File: config.mk
export PLATFORM = sky130hd
export DESIGN_NAME = geo_ram_sched
export DESIGN_NICKNAME = d
export VERILOG_FILES = /design/src/rtl/geo_ram_sched.sv
export SDC_FILE = /design/constraint.sdc
export NUM_CORES = 1
export LEC_CHECK = 0
export CAP_MARGIN = 20
export CORE_AREA = 3 3 68 70
export CTS_CLUSTER_DIAMETER = 30
export DETAILED_ROUTE_END_ITERATION = 16
export DIE_AREA = 0 0 71 73
export PLACE_DENSITY = 0.83
export SYNTH_ARGS = -nofsm -noshare
export SYNTH_HDL_FRONTEND = slang
export SYNTH_SLANG_ARGS = --single-unit
File: constraint.sdc
create_clock -name PHI2 -period 6.45 [get_ports PHI2]
set_input_delay 1.29 -clock PHI2 [delete_from_list [all_inputs] [get_ports PHI2]]
set_output_delay 1.29 -clock PHI2 [all_outputs]
set_load 0.05 [all_outputs]
File: src/rtl/geo_ram_sched.sv
// GeoRAM backing-RAM scheduler: on each PHI2 edge it chooses between a C64
// window access, a refresh cycle or idle, and keeps track of refresh debt.
module geo_ram_sched #(
    parameter int REF_INTERVAL = 15,
    parameter int MAX_PEND     = 8,
    parameter int ROW_BITS     = 9
) (
    input  logic        PHI2,
    input  logic        nRESET,
    input  logic        WinSEL,
    input  logic        nWE,
    input  logic [7:0]  A,
    input  logic [7:0]  Block,
    input  logic [5:0]  Window,
    output logic [21:0] RamA,
    output logic        RamCE,
    output logic        RamWE,
    output logic        RamRef,
    output logic [3:0]  Pending,
    output logic        RefOverrun
);

    localparam int CNT_W = (REF_INTERVAL > 2) ? $clog2(REF_INTERVAL) : 1;

    typedef enum logic [2:0] {
        IDLE,
        CPU_RD,
        CPU_WR,
        REFRESH,
        RECOVER
    } state_t;

    state_t              state;
    state_t              state_nxt;
    logic [CNT_W-1:0]    interval_cnt;
    logic [ROW_BITS-1:0] ref_row;
    logic                credit;
    logic                issue;

    assign credit = (interval_cnt == CNT_W'(REF_INTERVAL - 1));
    assign issue  = (state_nxt == REFRESH);

    always_comb begin
        state_nxt = IDLE;
        if (WinSEL) begin
            state_nxt = nWE ? CPU_RD : CPU_WR;
        end else if (state != REFRESH && Pending != 4'd0) begin
            state_nxt = REFRESH;
        end else if (state == REFRESH) begin
            state_nxt = RECOVER;
        end
    end

    always_ff @(posedge PHI2 or negedge nRESET) begin
        if (!nRESET) begin
            state        <= IDLE;
            interval_cnt <= '0;
            ref_row      <= '0;
            Pending      <= 4'd0;
            RefOverrun   <= 1'b0;
        end else begin
            state        <= state_nxt;
            interval_cnt <= credit ? '0 : interval_cnt + CNT_W'(1);
            // Every exit from REFRESH advances the row, whether to RECOVER or a CPU access.
            if (state == REFRESH) begin
                ref_row <= ref_row + ROW_BITS'(1);
            end
            if (credit && !issue) begin
                if (Pending == 4'(MAX_PEND)) begin
                    RefOverrun <= 1'b1;
                end else begin
                    Pending <= Pending + 4'd1;
                end
            end else if (issue && !credit) begin
                Pending <= Pending - 4'd1;
            end
        end
    end

    // RAM pins are registered alongside the state; the address holds through idle cycles.
    always_ff @(posedge PHI2 or negedge nRESET) begin
        if (!nRESET) begin
            RamA   <= '0;
            RamCE  <= 1'b0;
            RamWE  <= 1'b0;
            RamRef <= 1'b0;
        end else begin
            RamCE  <= 1'b0;
            RamWE  <= 1'b0;
            RamRef <= 1'b0;
            case (state_nxt)
                CPU_RD, CPU_WR: begin
                    RamA  <= {Block, Window, A};
                    RamCE <= 1'b1;
                    RamWE <= (state_nxt == CPU_WR);
                end
                REFRESH: begin
                    RamA   <= {{(22 - ROW_BITS){1'b0}}, ref_row};
                    RamCE  <= 1'b1;
                    RamRef <= 1'b1;
                end
                default: begin
                    RamA <= RamA;
                end
            endcase
        end
    end

endmodule

==> tab_implementation.tex <==
\begin{tabular}{lr}
\hline
Metric & Value \\
\hline
\multicolumn{2}{l}{\textbf{Layout}} \\
\quad Leading cell type in the layout, fill and taps excluded & clkdlybuf4s50\_1 \\
\quad Area occupied by registers & 0.001151 mm2 \\
\quad Utilization after layout & 69.19\% \\
\quad Antenna Cells & 0 \\
\quad Final Instance Count excl. Fillers & 310 \\
\quad Nets@finish & 289 \\
\quad Number of fill cells & 294 \\
\quad Combined area of the multi-input logic cells & 907.1 um2 \\
\quad Area growth from synthesis to layout & 31.21\% \\
\quad Commonest cells after routing, fill and taps aside & clkdlybuf4s50\_1, nand2\_1, dfrtp\_1, o21ai\_0, mux2i\_1 \\
\quad Layout cell share with drive strength beyond 1 & 5.385\% \\
\multicolumn{2}{l}{\textbf{Synth}} \\
\quad Count of flip-flops with a built-in enable after synthesis & 0 \\
\quad Synthesized netlist net count & 239 \\
\quad Main flop type after synthesis & dfrtp\_1 \\
\quad Synth unique cells & 40 \\
\quad Number of register bits inferred by synthesis & 46 \\
\quad Post-synthesis instance area & 0.002125 mm2 \\
\quad Post-synth ARST share & 100.0\% \\
\quad Avg Synthesized Cell Area & 10.17 um2 \\
\quad Number of instances in the synthesized netlist & 209 \\
\quad Proportion of synthesized chip area in sequential cells & 54.18\% \\
\quad Number of warnings reported in the yosys synthesis log & 0 \\
\multicolumn{2}{l}{\textbf{Worst setup path}} \\
\quad Worst setup slack for register-to-register paths & 3170 ps \\
\quad Worst r2r src & Pending[2] \\
\quad Critical Path Sink Type & register \\
\quad Critical path startpoint category & primary input \\
\quad Worst Path Class, Setup & in -> reg \\
\quad Highest net fanout along the worst path & 59 \\
\quad Required time of the critical path & 6630 ps \\
\quad Critical register-to-register path endpoint & Pending[2] \\
\quad Depth of the most critical reg-to-reg path & 8 \\
\quad Arr. time, crit path & 3500 ps \\
\multicolumn{2}{l}{\textbf{Timing}} \\
\quad Hold slack & 502.4 ps \\
\quad Number of max-slew violations in the final report & 0 \\
\quad PnR worst setup slack & 3136 ps \\
\quad Number of setup violations in the final report & 0 \\
\quad Setup\_tns & 0 ps \\
\quad Worst-Margin Slew & 835.3 ps \\
\quad Period Utilization, post-route & 51.38\% \\
\quad Unrepaired setup endpoints after global routing & no \\
\quad Hold Vio Cnt, Final & 0 \\
\quad Worst Skew & 3.621 ps \\
\quad Maximum frequency from static timing analysis & 301.7 MHz \\
\quad Final critical path time including I/O delays and setup & 3314 ps \\
\quad Tightest slew margin relative to the limit & 44.32\% \\
\multicolumn{2}{l}{\textbf{Worst hold path}} \\
\quad Endpoint of the worst hold path & RefOverrun \\
\quad Min-delay worst type & reg -> reg \\
\quad Hold Crit Start & RefOverrun \\
\quad Hold Crit Depth & 1 \\
\multicolumn{2}{l}{\textbf{Status}} \\
\quad Status & finished, final reports clean \\
\multicolumn{2}{l}{\textbf{Die}} \\
\quad Core Area & 0.004029 mm2 \\
\quad Count of standard-cell rows & 23 \\
\quad Initial core utilization & 52.73\% \\
\quad Floorplan die height & 73 um \\
\quad Top-level port count & 56 \\
\quad Full die area & 0.005183 mm2 \\
\quad Die width & 71 um \\
\multicolumn{2}{l}{\textbf{Global route}} \\
\quad Number of global-route vias before repair & 1,532 \\
\quad Number of antenna violations at the first check in global routing & 0 \\
\quad Largest net degree at the start of global routing & 60 \\
\quad Grt ovf & 0 \\
\quad Global-route wire length before repair & 7383 um \\
\quad Total Routing Usage GR & 18.30\% \\
\multicolumn{2}{l}{\textbf{Clock tree}} \\
\quad CTS clk-pin slew, worst paths & 80 ps \\
\quad Number of clock sinks & 46 \\
\quad Post-CTS Setup Inserts & 0 \\
\quad Post-cts resize count & 0 \\
\quad Clock latency of the later-clocked register in the worst-skew pair & 290 ps \\
\quad Count of hold-fix buffers inserted at cts & 0 \\
\quad Clock buffer depth & 2 \\
\quad H-tree lvl count & 2 \\
\quad Number of buffers added by the clock tree synthesis step & 5 \\
\quad TritonCTS clock tree & yes \\
\quad Clock Tree Root & clkbuf\_8 \\
\multicolumn{2}{l}{\textbf{Drt}} \\
\quad Post-DR wirelength/cell & 14.27 um \\
\quad DRC violations left & 0 \\
\quad Total wirelength of the detailed-routed design & 4423 um \\
\quad Number of search-and-repair iterations in the first detailed-routing pass & 4 \\
\quad Post-DR vias/cell & 5.342 \\
\quad Detail Route Antenna Nets & 0 \\
\quad Violation count after the first detailed-routing iteration & 132 \\
\quad Number of vias in the routed layout & 1,656 \\
\multicolumn{2}{l}{\textbf{Power}} \\
\quad Power Density & 395.4 mW/mm2 \\
\quad Part of the power in the clock network & 19.0\% \\
\quad Static Leakage & 1.201 nW \\
\quad Cell internal power dissipation & 0.6484 mW \\
\quad Worst IR drop on VDD & 262.1 uV \\
\quad Part of the total power dissipated in sequential elements & 37.1\% \\
\quad Switching power as a share of total power & 41.18\% \\
\quad Combinational share of power & 43.8\% \\
\quad Reported net switching power & 0.4539 mW \\
\multicolumn{2}{l}{\textbf{Placed design}} \\
\quad IO Port Bufs & 55 \\
\quad Detailed placement HPWL & 3033 um \\
\quad Setup slack after placement & 2811 ps \\
\quad Instance count after placement with tap cells included & 301 \\
\quad Global placer's final weighted congestion & 0.7812 \\
\multicolumn{2}{l}{\textbf{Job}} \\
\quad Number of maximum-capacitance constraint violations & 0 \\
\hline
\end{tabular}
kinds of logic (layout without fill, tap and decap cells):
group | count (synthesis) | in the layout | share of synthesized area [%]
simple gates | 78 | 78 | 16.61
fa+ha+maj | 4 | 4 | 2.709
flops | 46 | 46 | 54.18
mux | 14 | 14 | 6.773
buf+inv | 13 | 64 | 3.121
compound gates | 44 | 44 | 12.49
xor+xnor | 10 | 10 | 4.123
metrics by stage:
stage                     instance area (um2)  power [mW]
final                                    2788       1.102
after global routing                     2788       1.167
after detailed placement                 2661      0.9002
after CTS                                2768       1.109
after floorplan                          2125      0.7606
after global placement                   2661      0.8858
power by group through the flow:
stage,Clock [mW],Sequential [mW],Combinational (mW)
floorplan,0,0.544,0.217
global placement,0,0.413,0.473
detailed placement,0,0.415,0.485
CTS,0.214,0.409,0.486
global route,0.226,0.421,0.520
finish,0.210,0.409,0.483
flip-flops by register name (all words and copies together) (netlist names):
name          cells
RefOverrun        1
state             3
RamA             22
Pending           4
ref_row           9
RamRef            1
RamCE             1
interval_cnt      4
RamWE             1
critical path, stage by stage:
cell,delay (ps)
buf_2,630
o21ai_0,380
fa_1,460
xor2_1,180
mux2_2,280
a22oi_1,180
nand3_1,90
synthesized netlist by cell type (all sizes together) (2+ instances only):
cell type | n | area (um2)
and3 | 2 | 12.51
a21oi | 3 | 15.01
nand3 | 5 | 25.02
ha | 3 | 37.54
nand2b | 3 | 18.77
a22oi | 2 | 15.01
nand2 | 49 | 183.9
or3 | 2 | 12.51
xor2 | 3 | 26.28
nor2 | 5 | 18.77
nand4 | 2 | 12.51
o21ai | 28 | 151.4
xnor2 | 7 | 61.31
nor3 | 3 | 15.01
dfrtp | 46 | 1151
o211ai | 3 | 22.52
mux2 | 3 | 33.78
mux2i | 11 | 110.1
buf | 4 | 32.53
clkbuf | 9 | 33.78
metal layers:
| metal | vias up | routed length [um] | track usage, % |
|---|---|---|---|
| met5 | - | 0 | 0 |
| met2 | 52 | 2107 | 28.32 |
| met3 | 4 | 272 | 5.647 |
| met1 | 781 | 1992 | 24.42 |
| met4 | 0 | 51 | 6.681 |
| li1 | 819 | - | - |
worst max path at each step:
| stage | start | endpoint | slack [ps] | depth (start not counted) |
|---|---|---|---|---|
| after global placement | WinSEL | Pending[2] | 2900 | 7 |
| final | WinSEL | Pending[2] | 3140 | 7 |
| after floorplan | WinSEL | Pending[2] | 3250 | 8 |
| after detailed placement | WinSEL | Pending[2] | 2810 | 7 |
| after CTS | WinSEL | Pending[2] | 3120 | 7 |
| after global routing | WinSEL | Pending[2] | 2950 | 7 |
cell type report:
type                    count  share of cell area (%)
clock buffers               7                   2.738
clock inverters             1                   1.077
multi-input cells         150                   32.54
flip-flops and latches     46                   41.29
well taps                  50                   2.244
repair buffers             56                   20.11
Power figures use the tool's default switching activity.
